File: src/rtl/node_table_search.sv
// Walks a length-prefixed node-ID table in memory and reports first-match index or match count.
// Latency: 2 cycles to read the length, then 2 cycles per entry; done pulses one cycle after the last compare.
// Backpressure: none; memory is assumed to return data one cycle after address, start is ignored while busy.
module node_table_search #(
  parameter int unsigned WORD_WIDTH  = 16,
  parameter int unsigned ADDR_WIDTH  = 16,
  parameter int unsigned TABLE_BASE  = 0,
  parameter int unsigned ADDR_STRIDE = 2,
  parameter int unsigned MAX_ENTRIES = 32,
  parameter int unsigned IDX_WIDTH   = $clog2(MAX_ENTRIES)
) (
  input  logic                  clock,
  input  logic                  reset,
  input  logic                  start,
  input  logic                  mode,
  input  logic [WORD_WIDTH-1:0] key,
  input  logic [WORD_WIDTH-1:0] mem_data_out,
  output logic [ADDR_WIDTH-1:0] address,
  output logic                  busy,
  output logic                  done,
  output logic                  found,
  output logic [IDX_WIDTH-1:0]  match_index,
  output logic [IDX_WIDTH:0]    match_count,
  output logic                  error
);

  localparam int unsigned CW = IDX_WIDTH + 1;
  localparam logic [ADDR_WIDTH-1:0] BASE_A   = ADDR_WIDTH'(TABLE_BASE);
  localparam logic [ADDR_WIDTH-1:0] STRIDE_A = ADDR_WIDTH'(ADDR_STRIDE);
  localparam logic [WORD_WIDTH-1:0] MAX_W    = WORD_WIDTH'(MAX_ENTRIES);

  typedef enum logic [2:0] {IDLE, RD_LEN, LEN, RD_ENT, CMP, DONE} state_t;

  state_t                state_q, state_d;
  logic [ADDR_WIDTH-1:0] addr_q, addr_d;
  logic [WORD_WIDTH-1:0] key_q, key_d;
  logic                  mode_q, mode_d;
  logic [CW-1:0]         n_q, n_d;
  logic [IDX_WIDTH-1:0]  idx_q, idx_d;
  logic                  found_q, found_d;
  logic [IDX_WIDTH-1:0]  mi_q, mi_d;
  logic [CW-1:0]         mc_q, mc_d;
  logic                  err_q, err_d;
  logic                  last_ent;

  // The entry being compared is the final one when idx equals N-1.
  assign last_ent = ({1'b0, idx_q} == (n_q - CW'(1)));

  // State and result registers; reset returns everything to idle with cleared results.
  always_ff @(posedge clock or negedge reset) begin
    if (!reset) begin
      state_q <= IDLE;
      addr_q  <= BASE_A;
      key_q   <= '0;
      mode_q  <= 1'b0;
      n_q     <= '0;
      idx_q   <= '0;
      found_q <= 1'b0;
      mi_q    <= '0;
      mc_q    <= '0;
      err_q   <= 1'b0;
    end else begin
      state_q <= state_d;
      addr_q  <= addr_d;
      key_q   <= key_d;
      mode_q  <= mode_d;
      n_q     <= n_d;
      idx_q   <= idx_d;
      found_q <= found_d;
      mi_q    <= mi_d;
      mc_q    <= mc_d;
      err_q   <= err_d;
    end
  end

  // Next-state and datapath updates; every register holds unless its state changes it.
  always_comb begin
    state_d = state_q;
    addr_d  = addr_q;
    key_d   = key_q;
    mode_d  = mode_q;
    n_d     = n_q;
    idx_d   = idx_q;
    found_d = found_q;
    mi_d    = mi_q;
    mc_d    = mc_q;
    err_d   = err_q;
    case (state_q)
      IDLE: begin
        if (start) begin
          key_d   = key;
          mode_d  = mode;
          found_d = 1'b0;
          mi_d    = '0;
          mc_d    = '0;
          err_d   = 1'b0;
          addr_d  = BASE_A;
          state_d = RD_LEN;
        end
      end
      RD_LEN: state_d = LEN;
      LEN: begin
        if (mem_data_out == '0) begin
          state_d = DONE;
        end else if (mem_data_out > MAX_W) begin
          err_d   = 1'b1;
          state_d = DONE;
        end else begin
          // Length is known to fit in CW bits here.
          n_d     = mem_data_out[CW-1:0];
          idx_d   = '0;
          addr_d  = BASE_A + STRIDE_A;
          state_d = RD_ENT;
        end
      end
      RD_ENT: state_d = CMP;
      CMP: begin
        if (mem_data_out == key_q) begin
          found_d = 1'b1;
          if (!mode_q) begin
            mi_d = idx_q;
            mc_d = CW'(1);
          end else begin
            mc_d = mc_q + CW'(1);
          end
        end
        if ((mem_data_out == key_q && !mode_q) || last_ent) begin
          state_d = DONE;
        end else begin
          idx_d   = idx_q + IDX_WIDTH'(1);
          addr_d  = addr_q + STRIDE_A;
          state_d = RD_ENT;
        end
      end
      DONE: state_d = IDLE;
      default: state_d = IDLE;
    endcase
  end

  assign address     = addr_q;
  assign busy        = (state_q != IDLE);
  assign done        = (state_q == DONE);
  assign found       = found_q;
  assign match_index = mi_q;
  assign match_count = mc_q;
  assign error       = err_q;

endmodule

File: config.mk
export PLATFORM = sky130hd
export DESIGN_NAME = node_table_search
export DESIGN_NICKNAME = d
export VERILOG_FILES = /design/src/rtl/node_table_search.sv
export SDC_FILE = /design/constraint.sdc
export NUM_CORES = 1
export LEC_CHECK = 0
export CAP_MARGIN = 20
export CORE_ASPECT_RATIO = 1.1
export CORE_MARGIN = 1
export CORE_UTILIZATION = 46
export CTS_CLUSTER_DIAMETER = 120
export CTS_CLUSTER_SIZE = 8
export DETAILED_ROUTE_END_ITERATION = 12
export GPL_ROUTABILITY_DRIVEN = 0
export GPL_TIMING_DRIVEN = 0
export PLACE_DENSITY = 0.76
export SETUP_SLACK_MARGIN = 0.5
export SLEW_MARGIN = 25
export SYNTH_ARGS = -nofsm -noshare
export SYNTH_HDL_FRONTEND = slang
export SYNTH_SLANG_ARGS = --single-unit
File: constraint.sdc
create_clock -name clock -period 2.4 [get_ports clock]
set_clock_uncertainty 0.2 [all_clocks]
set_input_delay 0.24 -clock clock [delete_from_list [all_inputs] [get_ports clock]]
set_output_delay 0.24 -clock clock [all_outputs]
set_load 0.05 [all_outputs]
### Word-level counts from Yosys, hierarchy flattened

Cells that the tools add are included.

* bits of input ports: 36
* flip-flop bits (word level): 60
* bits in read-only memories: 0
* memories: 0
* memory bits (writable): 0
* output and inout bits: 31
* latch bits: 0

* add/sub/neg operators: 4
* equal/unequal tests: 14
* multiplexer cells: 28
* order comparisons: 1
* bitwise operators: 2
* divide/modulo/power cells: 0
* multiply operators: 0
* shift-type cells: 0
* reductions and logical operators: 17

Operator list (number)
* two-way mux 16 bit: 4
* case mux 16 bit (3 select lines): 1
* two-way mux 5 bit: 6
* case mux 5 bit (2 select lines): 2
* two-way mux 6 bit: 3
* adder 16 x 2 -> 16 bit (second input constant): 1
* equality test 16 bit: 1
* > comparator 16 x 6 -> 1 bit (second input constant): 1
* logical NOT 16 bit: 1
* case mux 3 bit (5 select lines): 1
* inequality test 2 bit (second input constant): 7
* two-way mux 3 bit: 4
* case mux 6 bit (2 select lines): 1
* AND reduction 4 bit: 3
* adder 6 x 1 -> 6 bit (second input constant): 1
* equality test 3 x 2 -> 1 bit (second input constant): 2
* equality test 3 bit (second input constant): 2
* equality test 5 x 6 -> 1 bit: 1
* AND reduction 3 bit: 2
* nonzero test 2 bit: 3
* nonzero test 3 bit: 2
* subtractor 6 x 1 -> 6 bit (second input constant): 1
* adder 5 x 1 -> 5 bit (second input constant): 1
* AND reduction 5 bit: 1
* other kinds (9): 14

### Longest topological paths before layout

Gate-level depths: netlist of run 1.

* depth in word-level cells: 5
* mapped depth: 10
* depth with buffers taken out: 8

### Least setup slack after synthesis of run 1

OpenSTA, ideal clock, no wires.

* kind: reg2reg
* start point: register state_q[0]
* end point: register key_q[0]
* arrival: 2.227 ns
* library setup time: 0.125 ns
* cell stages (with the launch flop): 7
* required time: 2.075 ns
* buffers on the path: 3
* period minus slack after synthesis: 2.552 ns
* slack: -0.152 ns
* path through: dfrtp_1 -> clkbuf_1 -> or3_1 -> nor2_1 -> buf_1 -> buf_2 -> mux2_2

* word-level cells in the longest chain between the ends: 2

Ends and longest elaborated chain
* start: declaration: RTL line 34 `state_t state_q, state_d;`
* start signal: assignment: RTL line 63 `state_q <= state_d;`
* logical NOT 3 bit: RTL line 88 `case (state_q)`
* AND reduction 2 bit (no source line)
* end signal: assignment: RTL line 65 `key_q <= key_d;`
* end: declaration: RTL line 36 `logic [WORD_WIDTH-1:0] key_q, key_d;`

No other way between the ends.
A chain may end at the register's enable or synchronous reset.

### Final worst setup path of run 1

* start point: register n_q[0]
* end point: register addr_q[12] (netlist: address[12])

* word-level cells in the longest chain between the ends: 5

Ends and longest elaborated chain
* start: declaration: RTL line 38 `logic [CW-1:0] n_q, n_d;`
* start signal: assignment: RTL line 67 `n_q <= n_d;`
* subtractor 6 x 1 -> 6 bit: RTL line 47 `assign last_ent = ({1'b0, idx_q} == (n_q - CW'(1)));`
* equality test 5 x 6 -> 1 bit: RTL line 47
* logical OR 1 bit: RTL line 127 `if ((mem_data_out == key_q && !mode_q) || last_ent) begin`
* inequality test 2 bit (no source line)
* AND reduction 5 bit (no source line)
* end signal: assignment: RTL line 64 `addr_q <= addr_d;`
* end: declaration: RTL line 35 `logic [ADDR_WIDTH-1:0] addr_q, addr_d;`

No other way between the ends.

==> results of run 1 <==
-- final cells by class --
cell class | instances | area [sq um]
well taps | 82 | 103
clock buffers | 12 | 145
repair buffers | 98 | 997
clock inverters | 3 | 15.0
multi-input cells | 227 | 1930
inverters | 8 | 30.0
flip-flops and latches | 59 | 1480
plain buffers | 16 | 170
fillers | 500 | 1720
-- registers in the layout, summed over array words and instances (netlist names) --
name         count
key_q           16
address         15
match_count      6
n_q              6
idx_q            5
match_index      5
state_q          3
error            1
found            1
mode_q           1
-- worst reg2reg max path: cells and delay by family, from the launching register on --
family | cells | cell delay [ns]
AO/OA/AOI/OAI | 3 | 0.82
buffers and inverters | 3 | 0.45
flip-flops | 1 | 0.40
AND/OR/NAND/NOR | 1 | 0.28
XOR/XNOR | 1 | 0.11
-- logic make-up (layout without fill, tap and decap cells) --
kind of cell	after synthesis	count (layout)	synth area share [%]
DFF	59	59	47.0
and+or+nand+nor	118	118	20.0
other	1	1	0.119
buffers and inverters	24	137	3.35
adders and majority gates	4	4	1.59
AOI/OAI and AO/OA	53	53	11.7
xor gates and xnor gates	22	22	6.13
muxes	29	29	10.2
-- cells in the final DEF (no fill, tap or decap), types with 5 or more instances in the layout --
cell type / netlist / final
dlygate4sd3_1: 0 / 5
nor4_1: 7 / 6
nand3_1: 11 / 11
inv_1: 8 / 6
clkbuf_8: 0 / 11
o21ai_2: 1 / 7
mux2_4: 0 / 23
nand4_1: 8 / 8
and3_1: 14 / 14
nor2_1: 18 / 14
buf_12: 0 / 5
a221o_1: 5 / 5
dfrtp_1: 59 / 53
a211o_1: 5 / 5
clkdlybuf4s50_1: 0 / 28
mux2i_1: 6 / 6
buf_6: 1 / 11
dlygate4sd2_1: 0 / 27
buf_8: 0 / 7
nand2_1: 29 / 26
o21ai_1: 0 / 6
xnor2_1: 22 / 19
dfrtp_2: 0 / 6
buf_4: 1 / 17
-- worst paths after layout --
check                                        endpoint  cells after the start  slack (ns)
setup / recovery              address[12]$_DFFE_PN0P_                      8        0.03
hold / removal                address[12]$_DFFE_PN0P_                      2        0.12
setup reg to reg              address[12]$_DFFE_PN0P_                      8        0.03
hold reg to reg            match_index[4]$_DFFE_PN0P_                      2        0.29
max in group asynchronous          n_q[2]$_DFFE_PN0P_                      3        1.36
min in group clock                 n_q[5]$_DFFE_PN0P_                      2        0.13
-- through the flow --
step | std cells | setup WS (ns) | hold slack, ns | power [mW]
CTS | 502 | 0.0599 | 0.126 | 4.60
floorplan | 310 | 0.0716 | -0.256 | 2.89
detailed placement | 458 | -0.681 | -0.0531 | 3.42
global route | 505 | -0.0528 | 0.129 | 5.11
global placement | 457 | -1.22 | 0.268 | 3.36
finish | 505 | 0.0342 | 0.123 | 4.85
-- report_power, final --
group | internal (mW) | switching (mW) | total (mW)
Combinational | 1.27 | 1.23 | 2.49
Sequential | 1.28 | 0.297 | 1.58
Clock | 0.392 | 0.385 | 0.777
Total | 2.94 | 1.91 | 4.85
-- routing by layer --
layer	up-vias	global-route usage (%)	wire length, um	share of wire (%)
li1	1343	-	-	-
met1	1351	29.3	3460	41
met2	96	43.1	4430	52
met3	10	5.88	445	5.3
met4	0	8.44	111	1.3
met5	-	0	0	0
-- timing repair --
item,CTS,global route
setup endpoints to repair,78,60
gates cloned,5,0
pin swaps,26,18
buffers inserted,19,3
endpoints found under the hold margin,63,0
hold buffers,5,0
resized for setup,110,50
==> impl_metrics.json, run 1 <==
{
  "rr_startpoint": "n_q[0]$_DFFE_PN0P_",
  "tightest_slew_ns": 0.558,
  "ys.flop_type": "dfrtp_1",
  "clk_path_buf_depth": 2,
  "syn_area_sq_um": 3140,
  "die_w_um": 80.8,
  "track_usage_pct": 24.5,
  "clk_latency_ns": 0.34,
  "antenna_left": 0,
  "root_buffer": "clkbuf_8",
  "ios": 67,
  "p_per_area_nw_per_um2": 995,
  "slowest_delay_ns": 0.40,
  "cp-start-kind": "flip-flop",
  "grt_max_degree": 40,
  "routed_wl_mm": 8.44,
  "synthTopCellsByArea": "dfrtp_1 (47%), mux2_2 (8.2%), xnor2_1 (6.1%), nand2_1 (3.5%), o21ai_0 (3.0%)",
  "synth_edf_count": 0,
  "vias_per_cell": 5.54,
  "leakage_nw": 2.32,
  "cts_tree": "done",
  "layout-drive-gt1-share_pct": 32.2,
  "h-tree-depth": 3,
  "fin_crit_sh_pct": 98.6,
  "via_count": 2800,
  "cp.required_ns": 2.42,
  "fin_tns_setup_ns": 0,
  "arrival_ns": 2.39,
  "yosys_warnings": 0,
  "antenna_found_initial": 0,
  "finalHoldViolations": 0,
  "outcome": "finished clean",
  "dpl-instance-area_sq_um": 4070,
  "synth.avg_cell_area_sq_um": 10.1,
  "cts_buffers": 9,
  "async_flop_share_pct": 100,
  "worstHoldPathType": "input pin to async pin",
  "clock-sinks": 59,
  "slew_violations": 0,
  "syn-num-nets": 350,
  "clk_pin_slew_ns": 0.07,
  "rsz0062_at_grt": "true",
  "core_sq_um": 6590,
  "start_util_pct": 47.6,
  "fp.dieH_um": 88.7,
  "cp_top_family": "compound AO/OA/AOI/OAI gates",
  "overflow": 0,
  "finalCriticalPeriod_ns": 2.37,
  "crit_buf_inv": 3,
  "synthTopCellsByCount": "dfrtp_1 (59), nand2_1 (29), mux2_2 (23), xnor2_1 (22), o21ai_0 (19)",
  "cp_slowest_cell": "dfrtp_1",
  "grt_pass1_vias": 2792,
  "path_class": "flip-flop to flip-flop",
  "wl_per_cell_um": 16.7,
  "relSlewSlack_pct": 62.8,
  "grt_first_pass_wirelength_mm": 13.2,
  "ys_seq_elements": 59,
  "dieArea_sq_um": 7160,
  "path_max_fanout": 6,
  "syn_inst": 310,
  "synth_most_common_cell": "dfrtp_1",
  "path_cells": "buf_4 > nor4b_4 > xnor2_1 > a32o_2 > buf_8 > a21o_4 > buf_6 > a221o_1",
  "netlist.area_leader.share_pct": 47.0,
  "synth_largest_area_cell": "dfrtp_1",
  "port_buffers": 65,
  "num_rows": 31,
  "cp-end-kind": "flip-flop",
  "dp_hpwl_mm": 5.31,
  "drc": 0,
  "finalCoreUtilization_pct": 73.9,
  "syn2layout_area_growth_pct": 55.0,
  "fin_area_sq_um": 4870,
  "drt_iter0_markers": 113,
  "setup-violations-final": 0,
  "antennaDiodeCount": 0,
  "ys_types": 48,
  "irDropWorstVdd_mv": 0.681,
  "seq_area_frac_synth_pct": 47.0,
  "cp-startpoint": "n_q[0]$_DFFE_PN0P_",
  "drtPass1Iterations": 4,
  "cap_violations": 0,
  "final_nets": 459,
  "fmax_mhz": 423
}
No activity file was read; power rests on OpenSTA's default activity.
==> run 2, diff against run 1 <==
--- a/config.mk
+++ b/config.mk
@@ -5,16 +5,17 @@
 export SDC_FILE = /design/constraint.sdc
 export NUM_CORES = 1
 export LEC_CHECK = 0
+export ABC_AREA = 1
 export CAP_MARGIN = 20
 export CORE_ASPECT_RATIO = 1.1
 export CORE_MARGIN = 1
-export CORE_UTILIZATION = 46
+export CORE_UTILIZATION = 48
 export CTS_CLUSTER_DIAMETER = 120
 export CTS_CLUSTER_SIZE = 8
 export DETAILED_ROUTE_END_ITERATION = 12
 export GPL_ROUTABILITY_DRIVEN = 0
 export GPL_TIMING_DRIVEN = 0
-export PLACE_DENSITY = 0.76
+export PLACE_DENSITY = 0.77
 export SETUP_SLACK_MARGIN = 0.5
 export SLEW_MARGIN = 25
 export SYNTH_ARGS = -nofsm -noshare
==> impl_metrics.json, run 2 <==
{
  "cap_violations": 0,
  "arrival_ns": 2.13,
  "synthTopCellsByCount": "nand2_1 (142), dfrtp_1 (59), nor2_1 (56), inv_1 (48), nand3_1 (27)",
  "hp-start": "mem_data_out[3]",
  "rrSetupSlack_ns": 0.35,
  "irDropWorstVdd_mv": 0.558,
  "hold_path_end": "n_q[3]$_DFFE_PN0P_",
  "finalHoldViolations": 0,
  "clk_path_buf_depth": 2,
  "leakage_nw": 2.53,
  "cp-start-kind": "flip-flop",
  "layout-drive-gt1-share_pct": 23.7,
  "ys_seq_elements": 59,
  "timing.rr.end": "address[8]$_DFFE_PN0P_",
  "rsz0062_at_grt": "true",
  "vias_per_cell": 5.23,
  "drt_iter0_markers": 217,
  "synth-xor-area-share_pct": 3.19,
  "syn_inst": 493,
  "ys.flop_type": "dfrtp_1",
  "synth_top_family_by_area": "simple AND/OR/NAND/NOR gates",
  "track_usage_pct": 24.7,
  "seq_area_frac_synth_pct": 41.3,
  "syn2layout_area_growth_pct": 37.5,
  "synthTopCellsByArea": "dfrtp_1 (41%), nand2_1 (15%), nor2_1 (5.9%), inv_1 (5.0%), nand2_2 (4.2%)",
  "drc": 4,
  "grt_first_pass_wirelength_mm": 15.3,
  "synth_largest_area_cell": "dfrtp_1",
  "holdWs_ns": 0.0334,
  "via_count": 3553,
  "most-common-layout-cells": "nand2_1 (127), dfrtp_1 (55), nor2_1 (52), inv_1 (45), nand2_2 (34)",
  "start_util_pct": 50.4,
  "yosys_warnings": 0,
  "outcome": "complete, but fails checks",
  "antennaDiodeCount": 0,
  "netlist.area_leader.share_pct": 41.3,
  "tightest_slew_ns": 0.544,
  "routed_wl_mm": 9.26,
  "root_buffer": "clkbuf_8",
  "grt_max_degree": 49,
  "rr_startpoint": "n_q[0]$_DFFE_PN0P_",
  "dpl_worst_slack_ns": 0.114,
  "hold-path-cell-count": 3,
  "timing.final.ws_setup_ns": 0.351,
  "top_register": "key_q",
  "relSlewSlack_pct": 63.7,
  "path_max_fanout": 10,
  "num_rows": 32,
  "synth_compound_area_share_pct": 6.62,
  "clock-sinks": 59,
  "worstHoldPathType": "input pin to flip-flop",
  "finalCriticalPeriod_ns": 2.05,
  "syn-num-nets": 533,
  "yosys.area_share.simple_pct": 37.9,
  "die_w_um": 84.2,
  "setup-violations-final": 0,
  "cp.required_ns": 2.48,
  "final_nets": 630,
  "cp-end-kind": "flip-flop",
  "drtPass1Iterations": 9,
  "dieArea_sq_um": 7790,
  "overflow": 0,
  "fp.dieH_um": 92.5,
  "violations": "DRC",
  "antenna_left": 0,
  "ys_types": 37,
  "clk_pin_slew_ns": 0.07,
  "muxShareOfSynthArea_pct": 0.631,
  "instances_no_fill": 680,
  "rr_worst_depth": 15,
  "cp-startpoint": "n_q[0]$_DFFE_PN0P_",
  "synth_most_common_cell": "nand2_1",
  "synth.avg_cell_area_sq_um": 7.24,
  "ios": 67,
  "dpl.cell_count": 644,
  "grt_pass1_vias": 3446,
  "fin_crit_sh_pct": 85.4,
  "syn_area_sq_um": 3570,
  "multi_input_area_sq_um": 1940,
  "synth_edf_count": 0,
  "dp_hpwl_mm": 6.00,
  "async_flop_share_pct": 100,
  "largest_reg_flops": 16,
  "port_buffers": 65,
  "core_sq_um": 7090,
  "p_per_area_nw_per_um2": 941,
  "path_class": "flip-flop to flip-flop",
  "antenna_found_initial": 0,
  "slew_violations": 0,
  "h-tree-depth": 3,
  "layout_commonest_cell": "nand2_1",
  "clk_latency_ns": 0.34,
  "synth_fa_ha_area_share_pct": 1.40,
  "cts_tree": "done",
  "cts_buffers": 9,
  "wl_per_cell_um": 13.6,
  "fmax_mhz": 488,
  "regArea_sq_um": 1480,
  "fillers": 576
}
[run 2: worst max path at each step]
stage / endpoint / cells past startpoint
final: address[8]$_DFFE_PN0P_ / 15
after floorplan: address[9]$_DFFE_PN0P_ / 15
after CTS: done / 3
after detailed placement: address[9]$_DFFE_PN0P_ / 14
after global routing: address[8]$_DFFE_PN0P_ / 15
after global placement: address[7]$_DFFE_PN0P_ / 1
[run 2: worst max-delay path, cell delays in order (launching register included)]
cell	delay, ns
dfrtp_1	0.37
inv_2	0.06
ha_4	0.27
inv_2	0.02
nand2_1	0.05
nand2_1	0.04
nor2_1	0.09
nand2_1	0.08
nor2_2	0.10
nand3_2	0.12
nand2_4	0.11
nand2_8	0.09
nand3_4	0.11
buf_12	0.15
nand2_2	0.06
nand2_2	0.06
[run 2: cell families after synthesis]
family          Yosys count
fa+ha+maj                 4
compound gates           45
mux                       2
xor+xnor                 13
simple gates            294
other cells               1
buf+inv                  75
flops                    59
[run 2: cell type report]
cell class | instances | area share [%]
Timing Repair Buffer | 85 | 17.0
Sequential cell | 59 | 30.2
Buffer | 12 | 1.78
Clock buffer | 11 | 3.08
Inverter | 63 | 4.87
Multi-Input combinational cell | 360 | 39.4
Clock inverter | 5 | 1.53
Tap cell | 85 | 2.17
[run 2: timing repair]
item,4_1_cts,5_1_grt
resized for setup,53,51
endpoints found under the setup margin,54,43
hold buffers,1,0
gates cloned,2,0
pin swaps,3,20
endpoints found under the hold margin,59,0
setup buffers,10,7
[run 2: layer usage]
metal / share of wire, % / routed length, um / vias up / global-route usage (%)
li1: - / - / 1750 / -
met1: 42 / 3870 / 1705 / 30.4
met2: 53 / 4880 / 84 / 43.0
met3: 3.8 / 353 / 14 / 4.55
met4: 1.8 / 163 / 0 / 9.20
met5: 0 / 0 / - / 0
[run 2: report_power, final]
part / total [mW] / internal, mW / switching [mW]
Clock: 1.05 / 0.636 / 0.410
Combinational: 2.11 / 0.803 / 1.30
Sequential: 1.47 / 1.24 / 0.226
Total: 4.62 / 2.68 / 1.94
[run 2: stage by stage]
| stage | utilization, % | TNS (ns) | cell area (sq um) | power (mW) |
|---|---|---|---|---|
| 3_3_place_gp | 61.4 | -59.93 | 4350 | 3.17 |
| 4_1_cts | 66.6 | 0 | 4720 | 4.33 |
| 6_report | 69.3 | 0 | 4910 | 4.62 |
| 5_1_grt | 69.3 | 0 | 4910 | 4.91 |
| 2_1_floorplan | - | 0 | 3590 | 2.73 |
| 3_5_place_dp | 61.7 | 0 | 4380 | 3.23 |
